`src/rtl/parking_pkg.sv`:
```
// parking_pkg: shared state enum, time constants and the lowest-free-slot encoder.
package parking_pkg;
   typedef enum logic [1:0] {EMPTY, PARTIAL, FULL} state_t;
   localparam int SECS_PER_MIN = 60;
   // Index of the lowest clear bit among the first n bits; 0 when none is clear.
   function automatic int lowest_free(input logic [15:0] occ, input int n);
      int idx = 0;
      for (int i = 15; i >= 0; i--) if (i < n && !occ[i]) idx = i;
      return idx;
   endfunction
endpackage

```
`src/rtl/slot_timer.sv`:
```
// slot_timer: per-slot stay timer, counts ticks while occupied and saturates at MAX_SECONDS.
module slot_timer #(
   parameter int MAX_SECONDS = 3599,
   parameter int W           = $clog2(MAX_SECONDS + 1)
) (
   input  logic         clk,
   input  logic         reset,
   input  logic         tick_1hz,
   input  logic         occupied,
   input  logic         clear,
   output logic [W-1:0] count
);
   always_ff @(posedge clk or posedge reset)
      if (reset) count <= '0;
      else if (clear || !occupied) count <= '0;
      else if (tick_1hz && count != W'(MAX_SECONDS)) count <= count + 1'b1;
endmodule

```
`src/rtl/parking_manager.sv`:
```
// parking_manager: slot occupancy, capacity, first-free location and per-slot stay timers.
module parking_manager
   import parking_pkg::*;
#(
   parameter int NUM_SLOTS   = 4,
   parameter int MAX_SECONDS = 3599,
   parameter int SLOT_W      = $clog2(NUM_SLOTS),
   parameter int CAP_W       = $clog2(NUM_SLOTS + 1)
) (
   input  logic                 clk,
   input  logic                 reset,
   input  logic                 tick_1hz,
   input  logic                 entry_signal,
   input  logic                 exit_signal,
   input  logic [SLOT_W-1:0]    exit_slot,
   output logic                 is_open,
   output logic                 is_full,
   output logic                 exit_err,
   output logic [NUM_SLOTS-1:0] spots,
   output logic [CAP_W-1:0]     capacity,
   output logic [SLOT_W-1:0]    location,
   output logic                 loc_valid,
   output logic                 exit_valid,
   output logic [5:0]           exit_minutes,
   output logic [5:0]           exit_seconds
);
   localparam int TW  = $clog2(MAX_SECONDS + 1);
   localparam int PAD = 1 << SLOT_W;
   state_t state, state_n;
   logic [PAD-1:0] spots_pad, exit_mask, entry_mask;
   logic [NUM_SLOTS-1:0] after_exit, spots_n;
   logic [CAP_W-1:0] capacity_n;
   logic [TW-1:0] timers [NUM_SLOTS];
   logic [TW-1:0] t_sel;
   logic exit_ok, entry_ok, has_free;

   // Exit is applied first so a simultaneous entry can reuse the vacated slot.
   always_comb begin
      spots_pad  = PAD'(spots);
      exit_ok    = exit_signal && spots_pad[exit_slot];
      exit_mask  = exit_ok ? PAD'(1) << exit_slot : '0;
      after_exit = spots & ~exit_mask[NUM_SLOTS-1:0];
      has_free   = ~&after_exit;
      entry_ok   = entry_signal && has_free;
      entry_mask = entry_ok ? PAD'(1) << lowest_free(16'(after_exit), NUM_SLOTS) : '0;
      spots_n    = after_exit | entry_mask[NUM_SLOTS-1:0];
      capacity_n = capacity + CAP_W'(exit_ok) - CAP_W'(entry_ok);
      state_n    = capacity_n == CAP_W'(NUM_SLOTS) ? EMPTY : capacity_n == '0 ? FULL : PARTIAL;
      t_sel      = '0;
      for (int j = 0; j < NUM_SLOTS; j++) if (SLOT_W'(j) == exit_slot) t_sel = timers[j];
   end

   always_ff @(posedge clk or posedge reset)
      if (reset) state <= EMPTY;
      else state <= state_n;

   always_ff @(posedge clk or posedge reset)
      if (reset) begin
         spots        <= '0;
         capacity     <= CAP_W'(NUM_SLOTS);
         location     <= '0;
         loc_valid    <= 1'b1;
         is_open      <= 1'b0;
         is_full      <= 1'b0;
         exit_err     <= 1'b0;
         exit_valid   <= 1'b0;
         exit_minutes <= '0;
         exit_seconds <= '0;
      end else begin
         spots      <= spots_n;
         capacity   <= capacity_n;
         location   <= SLOT_W'(lowest_free(16'(spots_n), NUM_SLOTS));
         loc_valid  <= ~&spots_n;
         is_open    <= entry_ok | exit_ok;
         is_full    <= entry_signal & ~has_free;
         exit_err   <= exit_signal & ~exit_ok;
         exit_valid <= exit_ok;
         if (exit_ok) begin
            exit_minutes <= 6'(32'(t_sel) / SECS_PER_MIN);
            exit_seconds <= 6'(32'(t_sel) % SECS_PER_MIN);
         end
      end

   for (genvar i = 0; i < NUM_SLOTS; i++) begin : g_slot
      slot_timer #(.MAX_SECONDS(MAX_SECONDS), .W(TW)) u_timer (
         .clk      (clk),
         .reset    (reset),
         .tick_1hz (tick_1hz),
         .occupied (spots[i]),
         .clear    (entry_mask[i] | exit_mask[i]),
         .count    (timers[i])
      );
   end
endmodule

```
`config.mk`:
```
export PLATFORM = sky130hd
export DESIGN_NAME = parking_manager
export DESIGN_NICKNAME = d
export VERILOG_FILES = /design/src/rtl/parking_pkg.sv /design/src/rtl/slot_timer.sv /design/src/rtl/parking_manager.sv
export SDC_FILE = /design/constraint.sdc
export NUM_CORES = 1
export LEC_CHECK = 0
export ABC_AREA = 1
export BUFFER_PORTS_ARGS = -buffer_cell sky130_fd_sc_hd__buf_4
export CORE_MARGIN = 1.5
export CORE_UTILIZATION = 40
export CTS_BUF_LIST = sky130_fd_sc_hd__clkbuf_4
export CTS_CLUSTER_SIZE = 30
export DETAILED_ROUTE_END_ITERATION = 6
export GPL_TIMING_DRIVEN = 0
export RECOVER_POWER = 100
export SYNTH_ARGS = -nofsm -noshare
export SYNTH_HDL_FRONTEND = slang
export SYNTH_SLANG_ARGS = --single-unit
```
`constraint.sdc`:
```
create_clock -name clk -period 4.75 [get_ports clk]
set_clock_uncertainty 0.2 [all_clocks]
set_input_delay 0.2375 -clock clk [delete_from_list [all_inputs] [get_ports clk]]
set_output_delay 0.2375 -clock clk [all_outputs]
set_load 0.02 [all_outputs]
```
==> metrics list <==
* Crit path top cell by count: sky130_fd_sc_hd__nand2_4
* Aggregate negative setup slack: 0 ns
* Synth top area cells: sky130_fd_sc_hd__dfrtp_1 37%, sky130_fd_sc_hd__nand2_1 10%, sky130_fd_sc_hd__inv_1 8.1%, sky130_fd_sc_hd__nand2_4 4.8%, sky130_fd_sc_hd__o21ai_0 4.3%
- Achievable clock frequency: 233 MHz
- Antenna violations before repair: 0
- The cell count after synthesis came out at 646.
* Root buffer cell: sky130_fd_sc_hd__clkbuf_4
- Met2 track demand over resource in global routing: 30.7%
- Max-slew violation count: 43
* Area of the die: 0.0129 mm²
- Buffers on Ports: 31
- Relative to the synthesized area, the layout overhead comes to 9.87%.
* Gate power share: 32.9%
- Transition time at the pin with the least slew margin: between 2 and 2.5 ns
- The tool flagged a number of max-cap violations equal to 2.
* Run status: finished, violations left
* Antenna-violating nets left: 0
- Slowest stage cell on the critical path: sky130_fd_sc_hd__dfrtp_1
- Number of flops mapped to enable cells by yosys: 0
- Worst setup SP type: register
- Class of the most critical setup path: register to register
* Final Hold Fails: 0
- Post-Syn Area: 0.00489 mm²
- For this run, the leading register cell type out of synthesis is sky130_fd_sc_hd__dfrtp_1.
* # DRC: 0
- Setup repair after global routing left no endpoint under its margin.
* Antenna fix cells: 0
- After the first detailed-routing iteration, the DRC count stood at 239.
* Total power draw: 0.00177 W
- Wire length of the first global-routing pass: 19.8 mm
- Final period utilization: about nine tenths
- The total area inside the core boundary comes to approximately 0.012 mm².
- In this run, distinct cell masters in the synthesized netlist total between 40 and 50.
* GRT Resource Usage Total: between 15 and 20%
- Flop and latch count out of synthesis: 74
- Headroom to the max-slew limit came out at -55.1%.
- IR Drop Worst-Case VDD: 151 µV
* Global Route met3 Usage: 3.77%
- The clock tree synthesis step divided the H-tree into 3 levels.
- The tightest min-delay check is of the input pin to register type.
- Synth Area per Inst: 7.58 µm²
- Clock network power share: 22.1%
- Detailed Place HPWL: about 9 mm
* Switching share of total power: between 30% and 40%
* Finished Core Util: between 40 and 50%
- The routed layout has about 4300 vias.
- Maximum fanout along the worst path: 6
- Most heavily used metal layer in global routing: met2
- On the worst path, the slowest cell contributes a delay of 0.39 ns.
* Syn Nets: 662
- Number of warning messages in the yosys log: 0
- Met1 demand-to-capacity share in global routing: 26.5%
- Synth cell count leaders: 130 x sky130_fd_sc_hd__nand2_1, 105 x sky130_fd_sc_hd__inv_1, 72 x sky130_fd_sc_hd__dfrtp_1, 42 x sky130_fd_sc_hd__nor2_1, 42 x sky130_fd_sc_hd__o21ai_0
- Of the cells placed in the final design, the portion with a size suffix greater than 1 is 14.5%.
- At the end of routability-driven placement, the weighted congestion stood at 0.873.
- Initial core utilization: between 40 and 50%
- Setup violations remaining at the end of the flow were counted as 0.
- Maximum number of pins on one net before global-route repair: 43
* Clock tree from TritonCTS: done
- Row count: 40
* Via count of the first global-routing pass: 4187
- The biggest area contributor in the post-synthesis netlist is sky130_fd_sc_hd__dfrtp_1.
- Share of the yosys chip area belonging to registers: 37.9%
- After layout, the minimum clock period comes to 4.29 ns.
- Num CTS Buffers: 9
* Kind of end point of the critical path: register
* Final Routed Wirelength: 11.6 mm
- The clock reaches the later pin of the worst-skew pair after 0.44 ns.
- Counting flops with an async set or reset pin after synthesis yields a share of 100%.
- In this run the power density over the cells is 330 mW/mm².
- Clock Pin Slew Worst Setup and Hold Paths: about 0.11 ns
- In this run the power spent charging and discharging nets is 0.000685 W.
- Internal Dissipation: ~0.0011 W
* Vertical die dimension: between 100 and 150 µm
* Via count normalized by instance count: approximately 5
- STA puts the critical path data required time at ~4.9 ns.
- Failing checks: max-capacitance violations, max-slew violations
* Post-layout nets: 708
- # clock sinks: 74
* Chip Width: 114 µm
* Top-level I/O count: 33
- Top-count cell post-synth: sky130_fd_sc_hd__nand2_1
* Area share of the leading cell type in the synthesized netlist: 36.8%
- Data arrival time of the worst path: 4.42 ns
* Sequential cell fraction of total power: 44.9%
* First drt pass iteration count: 5
- Summed over all cells, the static leakage comes to 2.52 nW.
* Wirelength per Cell: 13.8 µm
* GR Overflow Total: 0
* Maximum buffer depth of the clock tree: 2
-- cells in the final DEF, fill, tap and decap left out, types with 11 or more instances in the layout --
cell	n
sky130_fd_sc_hd__nand2_1	130
sky130_fd_sc_hd__inv_1	104
sky130_fd_sc_hd__dfrtp_1	72
sky130_fd_sc_hd__o21ai_0	42
sky130_fd_sc_hd__nor2_1	42
sky130_fd_sc_hd__nand3_1	35
sky130_fd_sc_hd__a21oi_1	34
sky130_fd_sc_hd__nor3_1	29
sky130_fd_sc_hd__clkbuf_1	29
sky130_fd_sc_hd__nand2_4	21
sky130_fd_sc_hd__nand4_1	15
sky130_fd_sc_hd__clkbuf_4	15
sky130_fd_sc_hd__nand2_2	11
-- worst max-delay path, delay by kind of cell, from the launching register on --
kind / cells / cell delay [ns]
buffers and inverters: 2 / 0.14
and+or+nand+nor: 25 / 2.32
DFF: 1 / 0.39
adders and majority gates: 1 / 0.24
AOI/OAI and AO/OA: 5 / 0.90
-- area by class of cell --
type | instances | area (µm²)
clock inverter | 4 | 43.8
multi-input combinational | 446 | 2530
tap | 147 | 184
timing repair buffer | 35 | 180
fill | 1248 | 6580
buffer | 11 | 71.3
inverter | 115 | 434
clock buffer | 11 | 82.6
sequential | 74 | 1850
-- power by group through the flow --
stage                     clock (W)  combinational [W]  sequential, W
after floorplan                   0           0.000368       0.000869
final                      0.000392           0.000584       0.000797
after CTS                  0.000409           0.000636       0.000801
after global placement            0           0.000618       0.000809
after global routing       0.000433           0.000663       0.000811
after detailed placement          0           0.000634       0.000814
-- timing repair --
item | in CTS | in global routing
endpoints found under the hold margin | 81 | 0
gates resized for setup | 0 | 0
hold buffers | 3 | 0
buffers inserted | 0 | 0
-- sequential cells by signal, summed over array words and instances (netlist names) --
register / flops
spots: 4
exit_minutes: 6
exit_valid: 1
is_open: 1
location: 2
loc_valid: 1
is_full: 1
capacity: 3
exit_seconds: 6
exit_err: 1
g_slot.u_timer.count: 48
-- through the flow --
step	cells	hold slack, ns	instance area, µm²	worst slack, ns
after floorplan	646	0.172	4890	0.924
after global routing	843	0.0657	5380	0.0223
after global placement	824	0.252	5310	0.407
final	843	0.0683	5380	0.457
after detailed placement	825	0.0891	5340	0.329
after CTS	843	0.0212	5500	0.456
-- logic make-up (layout without fill, tap and decap cells) --
logic type | after synthesis | after routing | share of synthesized area, %
and+or+nand+nor | 317 | 317 | 34.6
xor gates and xnor gates | 5 | 5 | 0.895
DFF | 74 | 74 | 37.9
AOI/OAI and AO/OA | 115 | 115 | 13.7
adders and majority gates | 9 | 9 | 2.45
buffers and inverters | 126 | 176 | 10.5
-- path summary, 6_finish.rpt --
| kind | startpoint | endpoint | slack, ns | cells past startpoint |
|---|---|---|---|---|
| max in group asynchronous | reset | g_slot[2].u_timer.count[6]$_DFFE_PP0P_ | 1.13 | 4 |
| max | g_slot[2].u_timer.count[8]$_DFFE_PP0P_ | exit_seconds[3]$_DFFE_PP0P_ | 0.46 | 33 |
| min | tick_1hz | g_slot[0].u_timer.count[1]$_DFFE_PP0P_ | 0.07 | 4 |
| min in group asynchronous | reset | g_slot[2].u_timer.count[1]$_DFFE_PP0P_ | 0.48 | 3 |
| min reg2reg | g_slot[0].u_timer.count[11]$_DFFE_PP0P_ | g_slot[0].u_timer.count[11]$_DFFE_PP0P_ | 0.28 | 1 |
| max reg2reg | g_slot[2].u_timer.count[8]$_DFFE_PP0P_ | exit_seconds[3]$_DFFE_PP0P_ | 0.46 | 33 |
-- routing by layer --
metal | routed length, µm | vias up
li1 | - | 2207
met1 | 5630 | 2006
met2 | 5270 | 87
met3 | 468 | 17
met4 | 227 | 0
met5 | 0 | -
Power figures use the tool's default switching activity.
